[src/rtl/rtc_pkg.sv]
// ---------------------------------------------------------------------------
// rtc_pkg
//
// Purpose:
//   Definitions shared by the RTC write/read sequencers and by the bus-cycle
//   engine underneath them:
//     - FSM state encoding of the bus-cycle engine
//     - register addresses of the RTC chip
//     - a small constant helper used to size the phase counter
//
// Ports: none (package).
// ---------------------------------------------------------------------------
package rtc_pkg;

    // -----------------------------------------------------------------------
    // Bus-cycle FSM state encoding
    // -----------------------------------------------------------------------
    localparam logic [2:0] ST_IDLE_ENC = 3'd0;
    localparam logic [2:0] ST_ADDR_ENC = 3'd1;
    localparam logic [2:0] ST_GAP1_ENC = 3'd2;
    localparam logic [2:0] ST_DATA_ENC = 3'd3;
    localparam logic [2:0] ST_GAP2_ENC = 3'd4;
    localparam logic [2:0] ST_DONE_ENC = 3'd5;

    typedef enum logic [2:0] {
        ST_IDLE = ST_IDLE_ENC,
        ST_ADDR = ST_ADDR_ENC,
        ST_GAP1 = ST_GAP1_ENC,
        ST_DATA = ST_DATA_ENC,
        ST_GAP2 = ST_GAP2_ENC,
        ST_DONE = ST_DONE_ENC
    } bus_state_t;

    // -----------------------------------------------------------------------
    // RTC chip register map
    // -----------------------------------------------------------------------
    localparam logic [7:0] RTC_CMD     = 8'hF0;
    localparam logic [7:0] RTC_SEG     = 8'h21;
    localparam logic [7:0] RTC_MIN     = 8'h22;
    localparam logic [7:0] RTC_HORA    = 8'h23;
    localparam logic [7:0] RTC_DIA     = 8'h24;
    localparam logic [7:0] RTC_MES     = 8'h25;
    localparam logic [7:0] RTC_ANIO    = 8'h26;
    localparam logic [7:0] RTC_SEG_TIM = 8'h41;
    localparam logic [7:0] RTC_MIN_TIM = 8'h42;
    localparam logic [7:0] RTC_HORA_TIM = 8'h43;

    // Larger of two integers; used at elaboration time to size counters.
    function automatic int max_int(input int a, input int b);
        return (a > b) ? a : b;
    endfunction

endpackage

[src/rtl/rtc_bus_cycle_if.sv]
// ---------------------------------------------------------------------------
// rtc_bus_cycle_if
//
// Purpose:
//   Groups the request side (sequencer -> bus-cycle engine) and the RTC pin
//   side (engine <-> pads) of one multiplexed address/data bus engine.
//
// Signals:
//   start, rnw, addr, wdata : transaction request from the sequencer
//   ad_in                   : AD bus value coming back from the pad
//   ad_out, ad_oe           : AD bus drive value and output enable
//   a_d, cs, rd, wr         : RTC control pins (cs/rd/wr active-low)
//   rdata                   : last captured read data
//   busy, done              : engine status, done is a one-cycle pulse
//
// Modports:
//   master : sequencer / pad side (drives request and ad_in)
//   slave  : the bus-cycle engine
// ---------------------------------------------------------------------------
interface rtc_bus_cycle_if;

    logic       start;
    logic       rnw;
    logic [7:0] addr;
    logic [7:0] wdata;
    logic [7:0] ad_in;
    logic [7:0] ad_out;
    logic       ad_oe;
    logic       a_d;
    logic       cs;
    logic       rd;
    logic       wr;
    logic [7:0] rdata;
    logic       busy;
    logic       done;

    modport master (
        output start,
        output rnw,
        output addr,
        output wdata,
        output ad_in,
        input  ad_out,
        input  ad_oe,
        input  a_d,
        input  cs,
        input  rd,
        input  wr,
        input  rdata,
        input  busy,
        input  done
    );

    modport slave (
        input  start,
        input  rnw,
        input  addr,
        input  wdata,
        input  ad_in,
        output ad_out,
        output ad_oe,
        output a_d,
        output cs,
        output rd,
        output wr,
        output rdata,
        output busy,
        output done
    );

endinterface

[src/rtl/rtc_bus_cycle.sv]
// ---------------------------------------------------------------------------
// rtc_bus_cycle
//
// Purpose:
//   Runs one complete multiplexed address/data transaction on the RTC chip
//   pins per accepted request:
//       ADDR (T_STROBE) -> GAP1 (T_GAP) -> DATA (T_STROBE) -> GAP2 (T_GAP)
//       -> DONE (1) -> IDLE
//   The request (rnw/addr/wdata) is latched when start is accepted in IDLE;
//   afterwards the request inputs are ignored until the engine is idle again,
//   so a sequencer dropping or changing its request never truncates a cycle.
//
// Ports:
//   clk    : system clock
//   reset  : synchronous, active-high; aborts any transaction immediately
//   bus    : rtc_bus_cycle_if.slave (request inputs, pin outputs, status)
//
// Parameters:
//   T_STROBE : cycles each strobe phase (address, data) is held, >= 1
//   T_GAP    : cycles of all-strobes-inactive after each phase, >= 1
//
// Every output is a flop. Next-cycle pin values are decoded from the next
// state, so pins change on the same edge as the state register and there is
// no combinational path from any input to a pin. The AD tristate itself
// (ad_oe ? ad_out : 'z) lives at pad level.
// ---------------------------------------------------------------------------
module rtc_bus_cycle
    import rtc_pkg::*;
#(
    parameter int T_STROBE = 4,
    parameter int T_GAP    = 3
) (
    input  logic           clk,
    input  logic           reset,
    rtc_bus_cycle_if.slave bus
);

    // One shared phase counter covers both strobe and gap phases.
    localparam int CNT_W = $clog2(max_int(T_STROBE, T_GAP)) + 1;

    localparam logic [CNT_W-1:0] STROBE_LAST = CNT_W'(T_STROBE - 1);
    localparam logic [CNT_W-1:0] GAP_LAST    = CNT_W'(T_GAP - 1);
    localparam logic [CNT_W-1:0] CNT_ONE     = CNT_W'(1);

    // -----------------------------------------------------------------------
    // State, counter and latched request
    // -----------------------------------------------------------------------
    bus_state_t       r_state;
    logic [CNT_W-1:0] r_cnt;
    logic             r_rnw;
    logic [7:0]       r_addr;
    logic [7:0]       r_wdata;

    // Registered pins / status
    logic [7:0]       r_ad_out;
    logic             r_ad_oe;
    logic             r_a_d;
    logic             r_cs;
    logic             r_rd;
    logic             r_wr;
    logic [7:0]       r_rdata;
    logic             r_busy;
    logic             r_done;

    // -----------------------------------------------------------------------
    // Next-state / next-output decode
    // -----------------------------------------------------------------------
    bus_state_t       w_state_next;
    logic [CNT_W-1:0] w_cnt_next;
    logic             w_latch;
    logic             w_capture;

    // Request fields as they will be after this edge: on the accepting edge
    // the latch registers are still stale, so take the live inputs instead.
    logic             w_rnw_eff;
    logic [7:0]       w_addr_eff;
    logic [7:0]       w_wdata_eff;

    logic [7:0]       w_ad_out_next;
    logic             w_ad_oe_next;
    logic             w_a_d_next;
    logic             w_cs_next;
    logic             w_rd_next;
    logic             w_wr_next;
    logic             w_busy_next;
    logic             w_done_next;

    always_comb begin
        w_state_next = r_state;
        w_cnt_next   = r_cnt;
        w_latch      = 1'b0;
        w_capture    = 1'b0;

        case (r_state)
            ST_IDLE: begin
                if (bus.start) begin
                    w_state_next = ST_ADDR;
                    w_cnt_next   = '0;
                    w_latch      = 1'b1;
                end
            end

            ST_ADDR: begin
                if (r_cnt == STROBE_LAST) begin
                    w_state_next = ST_GAP1;
                    w_cnt_next   = '0;
                end else begin
                    w_cnt_next   = r_cnt + CNT_ONE;
                end
            end

            ST_GAP1: begin
                if (r_cnt == GAP_LAST) begin
                    w_state_next = ST_DATA;
                    w_cnt_next   = '0;
                end else begin
                    w_cnt_next   = r_cnt + CNT_ONE;
                end
            end

            ST_DATA: begin
                if (r_cnt == STROBE_LAST) begin
                    w_state_next = ST_GAP2;
                    w_cnt_next   = '0;
                    // Sample the pad on the edge that closes the read strobe,
                    // giving the chip the full strobe width to drive AD.
                    w_capture    = r_rnw;
                end else begin
                    w_cnt_next   = r_cnt + CNT_ONE;
                end
            end

            ST_GAP2: begin
                if (r_cnt == GAP_LAST) begin
                    w_state_next = ST_DONE;
                    w_cnt_next   = '0;
                end else begin
                    w_cnt_next   = r_cnt + CNT_ONE;
                end
            end

            ST_DONE: begin
                w_state_next = ST_IDLE;
                w_cnt_next   = '0;
            end

            default: begin
                w_state_next = ST_IDLE;
                w_cnt_next   = '0;
            end
        endcase

        w_rnw_eff   = w_latch ? bus.rnw   : r_rnw;
        w_addr_eff  = w_latch ? bus.addr  : r_addr;
        w_wdata_eff = w_latch ? bus.wdata : r_wdata;

        // Pin defaults: everything released, AD keeps its last value.
        w_ad_out_next = r_ad_out;
        w_ad_oe_next  = 1'b0;
        w_a_d_next    = 1'b1;
        w_cs_next     = 1'b1;
        w_rd_next     = 1'b1;
        w_wr_next     = 1'b1;
        w_busy_next   = (w_state_next != ST_IDLE);
        w_done_next   = 1'b0;

        case (w_state_next)
            ST_ADDR: begin
                w_a_d_next    = 1'b0;
                w_cs_next     = 1'b0;
                w_wr_next     = 1'b0;
                w_ad_out_next = w_addr_eff;
                w_ad_oe_next  = 1'b1;
            end

            ST_GAP1: begin
                // Bus released but the address value is held on ad_out.
                w_ad_out_next = w_addr_eff;
            end

            ST_DATA: begin
                w_cs_next = 1'b0;
                if (w_rnw_eff) begin
                    // Chip drives AD while rd is low, so never enable ours.
                    w_rd_next    = 1'b0;
                end else begin
                    w_wr_next     = 1'b0;
                    w_ad_out_next = w_wdata_eff;
                    w_ad_oe_next  = 1'b1;
                end
            end

            ST_DONE: begin
                w_done_next = 1'b1;
            end

            default: begin
            end
        endcase
    end

    // -----------------------------------------------------------------------
    // State register and registered outputs
    // -----------------------------------------------------------------------
    always_ff @(posedge clk) begin
        if (reset) begin
            r_state  <= ST_IDLE;
            r_cnt    <= '0;
            r_rnw    <= 1'b0;
            r_addr   <= '0;
            r_wdata  <= '0;
            r_ad_out <= '0;
            r_ad_oe  <= 1'b0;
            r_a_d    <= 1'b1;
            r_cs     <= 1'b1;
            r_rd     <= 1'b1;
            r_wr     <= 1'b1;
            r_rdata  <= '0;
            r_busy   <= 1'b0;
            r_done   <= 1'b0;
        end else begin
            r_state  <= w_state_next;
            r_cnt    <= w_cnt_next;
            if (w_latch) begin
                r_rnw   <= bus.rnw;
                r_addr  <= bus.addr;
                r_wdata <= bus.wdata;
            end
            r_ad_out <= w_ad_out_next;
            r_ad_oe  <= w_ad_oe_next;
            r_a_d    <= w_a_d_next;
            r_cs     <= w_cs_next;
            r_rd     <= w_rd_next;
            r_wr     <= w_wr_next;
            if (w_capture) begin
                r_rdata <= bus.ad_in;
            end
            r_busy   <= w_busy_next;
            r_done   <= w_done_next;
        end
    end

    assign bus.ad_out = r_ad_out;
    assign bus.ad_oe  = r_ad_oe;
    assign bus.a_d    = r_a_d;
    assign bus.cs     = r_cs;
    assign bus.rd     = r_rd;
    assign bus.wr     = r_wr;
    assign bus.rdata  = r_rdata;
    assign bus.busy   = r_busy;
    assign bus.done   = r_done;

endmodule
[src/flat_wrapper.sv]
// flat-port wrapper written by rule: the top's interface ports become plain ports
module rtc_bus_cycle_flat import rtc_pkg::*;
#(
    parameter int T_STROBE = 4,
    parameter int T_GAP    = 3
)
  (clk, reset, bus_start, bus_rnw, bus_addr, bus_wdata, bus_ad_in, bus_ad_out, bus_ad_oe, bus_a_d, bus_cs, bus_rd, bus_wr, bus_rdata, bus_busy, bus_done);
  rtc_bus_cycle_if bus_i ();
  input  logic clk;
  input  logic reset;
  input wire logic [$bits(bus_i.start)-1:0] bus_start;
  input wire logic [$bits(bus_i.rnw)-1:0] bus_rnw;
  input wire logic [$bits(bus_i.addr)-1:0] bus_addr;
  input wire logic [$bits(bus_i.wdata)-1:0] bus_wdata;
  input wire logic [$bits(bus_i.ad_in)-1:0] bus_ad_in;
  output wire logic [$bits(bus_i.ad_out)-1:0] bus_ad_out;
  output wire logic [$bits(bus_i.ad_oe)-1:0] bus_ad_oe;
  output wire logic [$bits(bus_i.a_d)-1:0] bus_a_d;
  output wire logic [$bits(bus_i.cs)-1:0] bus_cs;
  output wire logic [$bits(bus_i.rd)-1:0] bus_rd;
  output wire logic [$bits(bus_i.wr)-1:0] bus_wr;
  output wire logic [$bits(bus_i.rdata)-1:0] bus_rdata;
  output wire logic [$bits(bus_i.busy)-1:0] bus_busy;
  output wire logic [$bits(bus_i.done)-1:0] bus_done;
  assign bus_i.start = bus_start;
  assign bus_i.rnw = bus_rnw;
  assign bus_i.addr = bus_addr;
  assign bus_i.wdata = bus_wdata;
  assign bus_i.ad_in = bus_ad_in;
  assign bus_ad_out = bus_i.ad_out;
  assign bus_ad_oe = bus_i.ad_oe;
  assign bus_a_d = bus_i.a_d;
  assign bus_cs = bus_i.cs;
  assign bus_rd = bus_i.rd;
  assign bus_wr = bus_i.wr;
  assign bus_rdata = bus_i.rdata;
  assign bus_busy = bus_i.busy;
  assign bus_done = bus_i.done;
  rtc_bus_cycle #(.T_STROBE(T_STROBE), .T_GAP(T_GAP)) u_core (.clk(clk), .reset(reset), .bus(bus_i));
endmodule
[config.mk]
export PLATFORM = sky130hd
export DESIGN_NAME = rtc_bus_cycle_flat
export DESIGN_NICKNAME = d
export VERILOG_FILES = /design/src/rtl/rtc_pkg.sv /design/src/rtl/rtc_bus_cycle_if.sv /design/src/rtl/rtc_bus_cycle.sv /design/src/flat_wrapper.sv
export SDC_FILE = /design/constraint.sdc
export NUM_CORES = 1
export LEC_CHECK = 0
export ABC_CLOCK_PERIOD_IN_PS = 2230
export BUFFER_PORTS_ARGS = -buffer_cell sky130_fd_sc_hd__buf_2
export CORE_MARGIN = 2
export CORE_UTILIZATION = 50
export CTS_CLUSTER_DIAMETER = 80
export DETAILED_ROUTE_END_ITERATION = 12
export PLACE_DENSITY = 0.83
export REMOVE_ABC_BUFFERS = 1
export SETUP_SLACK_MARGIN = 0.15
export SYNTH_ARGS = -nofsm -noshare
export SYNTH_HDL_FRONTEND = slang
export SYNTH_SLANG_ARGS = --single-unit
[constraint.sdc]
create_clock -name clk -period 2.23 [get_ports clk]
set_input_delay 0.669 -clock clk [delete_from_list [all_inputs] [get_ports clk]]
set_output_delay 0.669 -clock clk [all_outputs]
set_load 0.05 [all_outputs]
# After elaboration in Yosys (flattened, before gate mapping)
# Cells that the tools add are included.
# W data, S select, Z words.
[op_classes]
n_addsub = 1
n_eq_ne = 12
muxes = 26
bitwise = 1
reduce_logical = 9
[op_table]
columns = ["operator", "n"]
rows = [
  ["$mux W3", 8],
  ["$mux W8", 3],
  ["$eq A3 B2 Y1 const B", 6],
  ["$pmux W8 S2", 1],
  ["$pmux W3 S5", 1],
  ["$mux W1", 10],
  ["$reduce_or A2 Y1", 5],
  ["$pmux W3 S3", 1],
  ["$eq A3 B1 Y1 const B", 2],
  ["$eq A3 B3 Y1 const B", 2],
  ["$ne A2 B2 Y1 const B", 2],
  ["$pmux W1 S2", 2],
  ["$add A3 B1 Y3 const B", 1],
  ["$logic_not A3 Y1", 1],
  ["$reduce_bool A3 Y1", 1],
  ["$reduce_and A2 Y1", 1],
  ["$reduce_bool A2 Y1", 1],
  ["$not A1 Y1", 1],
]
[totals]
reg_bits = 46
inputBits = 28
output_inout_bits = 23
wordCells = 63

# Logic depth before layout (Yosys ltp)
[depth]
depth_word = 7
depth_mapped = 8
depth_no_buf = 8

# Least setup slack after synthesis
# Ideal clock, no wire load.
[synth_path]
path_type = "reg2reg"
start = "register u_core.r_cnt[1]"
end = "register u_core.r_ad_out[7], in the netlist u_core.bus.ad_out[7]"
setup_time_ps = 132
t_arrival_ps = 1802
required_time_ps = 2098
path_slack_ps = 296
path_stages_with_launch = 9
n_path_buf = 1
period_less_slack_ps = 1934
cell_sequence = "dfxtp_1 ha_1 ha_1 nor2b_2 o21a_1 buf_2 mux2_1 o2111ai_1 a21oi_1"
[synth_via]
elab_chain_cells = 7
word_cells_on_any_way = 15
cone_classes = "6 x eq/ne; 6 x mux; 3 x reduce/logical"
[synth_rtl]
columns = ["element", "line_no", "rtl"]
rows = [
  ["start: declaration", "rtc_bus_cycle.sv:49", "logic [CNT_W-1:0] r_cnt;"],
  ["start signal: assignment", "rtc_bus_cycle.sv:223", "r_cnt <= w_cnt_next;"],
  ["$eq A3 B2 Y1, on equally long branches", "--", ""],
  ["$mux W3, on equally long branches", "--", ""],
  ["$pmux W3 S5 *", "rtc_bus_cycle.sv:94", "case (r_state)"],
  ["$eq A3 B2 Y1 or $eq A3 B1 Y1 (tied branches)", "rtc_bus_cycle.sv:167", "case (w_state_next)"],
  ["$reduce_or A2 Y1 (no source line)", "--", ""],
  ["$reduce_bool A2 Y1 (no source line)", "--", ""],
  ["$reduce_and A2 Y1 (no source line)", "--", ""],
  ["end signal: assignment", "rtc_bus_cycle.sv:229", "r_ad_out <= w_ad_out_next;"],
  ["end: declaration", "rtc_bus_cycle.sv:55", "logic [7:0] r_ad_out;"],
]
# Mark *: on every way between the ends. The rest lies on a longest branch, timed or not.
# A chain may end at the register's enable or synchronous reset.

# Final worst setup path
[layout_path]
start = "register u_core.r_cnt[0]"
end = "register u_core.r_ad_out[1], in the netlist u_core.bus.ad_out[1]"
# Same word-level chain as after synthesis.

==> impl_metrics.toml <==
[global_route]
antenna_found_initial = 0
grt_pass1_wl_mm = 6.82
grt_max_degree = 27
grt.overflow.total = 0
grt_pass1_vias = 1542
grt_use_total_pct = 20.1

[worst_hold_path]
hold_path_depth = 2
min_from = "u_core.r_wdata[0]"
holdCritPathClass = "reg -> reg"
min_to = "u_core.r_wdata[0]"

[sta]
setup_tns_ns = 0
finalMaxSlewViolations = 0
hold_viol = 0
rsz0062_at_grt = "true"
fmax_ghz = 0.512
worst_pin_slew_ns = 0.647
skew_ns = 0.0118
maxSlewHeadroom_pct = 56.5
period_needed_ns = 1.95
setup_violations = 0
period_share_pct = 87.6

[finish]
diodes = 0
final_cells = 327
layout-drive-gt1-share_pct = 29.6
fin_area_um2 = 2450
num-fill-cells = 323
area_growth_pct = 21.4
fin_nets = 308

[logic_synthesis]
synthTopCellsByArea = "dfxtp_1 (46%), nand2_1 (6.7%), a21oi_1 (6.0%)"
ys.flop_type = "dfxtp_1"
synth_area_leader_cell = "dfxtp_1"
yosysWarnings = 0
synth_cell_types = 43
syn_area_um2 = 2020
syn-instance-count = 224
ys_seq_area_share_pct = 45.7
synth_edf_count = 0
syn_avg_cell_area_um2 = 9.00
ys_async_sr_fraction_pct = 0
yosys_register_bits = 46
synth.top_cell.area_share_pct = 45.7

[worst_setup_path]
reg2reg_slack_ns = 0.28
r2r.worst_path.cells = 7
required_ns = 2.43
critPathKind = "reg -> reg"
r2r-end = "u_core.bus.ad_out[1]"
r2r_start = "u_core.r_cnt[0]"
end_kind = "flip-flop"
path_max_fanout = 7
arrival_ns = 2.16
start_kind = "flip-flop"

[floorplanning]
die-area_um2 = 4560
io_pins = 51
core-area_um2 = 3940
initial_core_util_pct = 51.2
rows = 23
die_h_um = 67.5
die_w_um = 67.5

[drt]
ant_nets = 0
drt-initial-drc-count = 64
vias_per_cell = 5.35
drt-total-wl_mm = 4.28
wl_met1_mm = 1.97
drt_first_pass_iters = 4
wl_met3_um = 203
dr_wl_met2_mm = 2.02
drc = 0
top_layer = "met4"
vias = 1751
wl_per_cell_um = 13.1

[clock_network]
htree_num_levels = 2
cts_tree = "built"
cts.sinks = 46
cts_hold_buffers = 0
cts_buffer_depth = 2
cts_made_buffers = 5
cts-root-buf = "clkbuf_8"
cts.clk_slew.worst_paths_ns = 0.09
clk-insertion-delay-late_ns = 0.31

[placed_design]
gp_congestion = 0.829
dp_cells = 319
io_buffers = 50
dpl.hpwl_mm = 2.98
dpl_cell_area_um2 = 2330

[power_and_ir_drop]
p_leak_uw = 0.00110
vdd_drop_max_v = 0.000372
powerDensity_nw_per_um2 = 732

[run_status]
status = "complete, no violations"

[flow_run]
maxCapViolations = 0
worst max-delay path, cell delays in order (launching register included):
cell and delay, ns:
dfxtp_1 0.32, inv_1 0.09, ha_1 0.19, nor3b_4 0.38, o21a_1 0.26, mux2_1 0.34
o2111ai_1 0.19, a21oi_1 0.08
cell usage in the layout, fill, tap and decap left out, types with 2 or more instances in the layout:
cell type / netlist / layout
nor2_1: 19 / 19
mux2_1: 3 / 3
buf_4: 1 / 7
o211ai_1: 10 / 10
a21oi_1: 24 / 24
a211oi_1: 4 / 4
o21ai_1: 8 / 8
a21oi_2: 2 / 2
mux2i_1: 8 / 8
nor2b_1: 2 / 2
dfxtp_1: 46 / 45
buf_2: 5 / 50
inv_1: 10 / 10
a211oi_2: 2 / 2
clkbuf_8: 0 / 5
nand3_1: 6 / 6
ha_1: 4 / 3
o2111ai_1: 3 / 3
nand2_1: 36 / 36
synthesized netlist by cell type (2+ instances only):
| master | n |
|---|---|
| a211oi_1 | 4 |
| a211oi_2 | 2 |
| a21oi_1 | 24 |
| a21oi_2 | 2 |
| buf_2 | 5 |
| buf_6 | 2 |
| clkbuf_1 | 5 |
| dfxtp_1 | 46 |
| ha_1 | 4 |
| inv_1 | 10 |
| mux2_1 | 3 |
| mux2i_1 | 8 |
| nand2_1 | 36 |
| nand3_1 | 6 |
| nor2_1 | 19 |
| nor2b_1 | 2 |
| nor3b_2 | 2 |
| o2111ai_1 | 3 |
| o211ai_1 | 10 |
| o21ai_1 | 8 |
area by class of cell:
type | instances | area (µm²) | share of cell area [%]
Multi-Input combinational cell | 154 | 990 | 40.4
Sequential cell | 46 | 922 | 37.7
Timing Repair Buffer | 58 | 323 | 13.2
Clock buffer | 6 | 72.6 | 2.96
Tap cell | 50 | 62.6 | 2.55
Inverter | 11 | 41.3 | 1.69
Clock inverter | 2 | 37.5 | 1.53
per-stage QoR:
stage                     hold slack, ns  total power [µW]  worst slack (ns)  utilization, %
after floorplan                    0.428              1090            0.0328               -
after global placement             0.452              1180             0.197            59.1
after detailed placement           0.455              1190             0.176            59.1
after CTS                          0.468              1800             0.229            61.9
after global routing               0.489              1850             0.149            62.1
final                              0.472              1790             0.276            62.1
worst max-delay path by stage:
stage                         start              endpoint  slack [ns]  cells after the start
floorplan                 bus_start  u_core.bus.ad_out[0]        0.03                      5
global placement          bus_start      u_core.bus.ad_oe        0.20                      6
detailed placement        bus_start      u_core.bus.ad_oe        0.18                      6
CTS                 u_core.r_cnt[0]  u_core.bus.ad_out[0]        0.23                      7
global route        u_core.r_cnt[0]  u_core.bus.ad_out[7]        0.15                      7
finish              u_core.r_cnt[0]  u_core.bus.ad_out[1]        0.28                      7
registers in the layout, indices dropped and copies added, names as in the netlist:
name and count:
u_core.bus.ad_out 8, u_core.bus.rdata 8, u_core.r_addr 8, u_core.r_wdata 8, u_core.r_cnt 3, u_core.r_state 3
u_core.bus.a_d 1, u_core.bus.ad_oe 1, u_core.bus.busy 1, u_core.bus.cs 1, u_core.bus.done 1, u_core.bus.rd 1
u_core.bus.wr 1, u_core.r_rnw 1
per-layer routing:
metal  track usage, %  vias up
met5                0        -
met4             9.44        0
met3             5.00        9
met2             33.8       43
met1             24.0      819
li1                 -      880
cells by family (layout without fill, tap and decap cells):
logic type	Yosys count	after routing	share of synthesized area (%)
AND/OR/NAND/NOR	75	75	18.2
AO/OA/AOI/OAI	61	61	20.0
flip-flops	46	46	45.7
buffers and inverters	24	77	5.71
multiplexers	13	13	7.51
adder cells (fa/ha/maj)	4	4	2.48
XOR/XNOR	1	1	0.434
where the power goes:
| part | switching (µW) | leakage [µW] | internal [µW] | total, µW |
|---|---|---|---|---|
| clock | 285 | 0.0000514 | 334 | 620 |
| combinational | 183 | 0.000672 | 101 | 284 |
| sequential | 23.9 | 0.000377 | 866 | 890 |
| total | 492 | 0.00110 | 1300 | 1790 |
timing repair:
item	in CTS	in global routing
setup endpoints to repair	0	9
buffers inserted	0	0
resized for setup	0	3
Power figures use the tool's default switching activity.
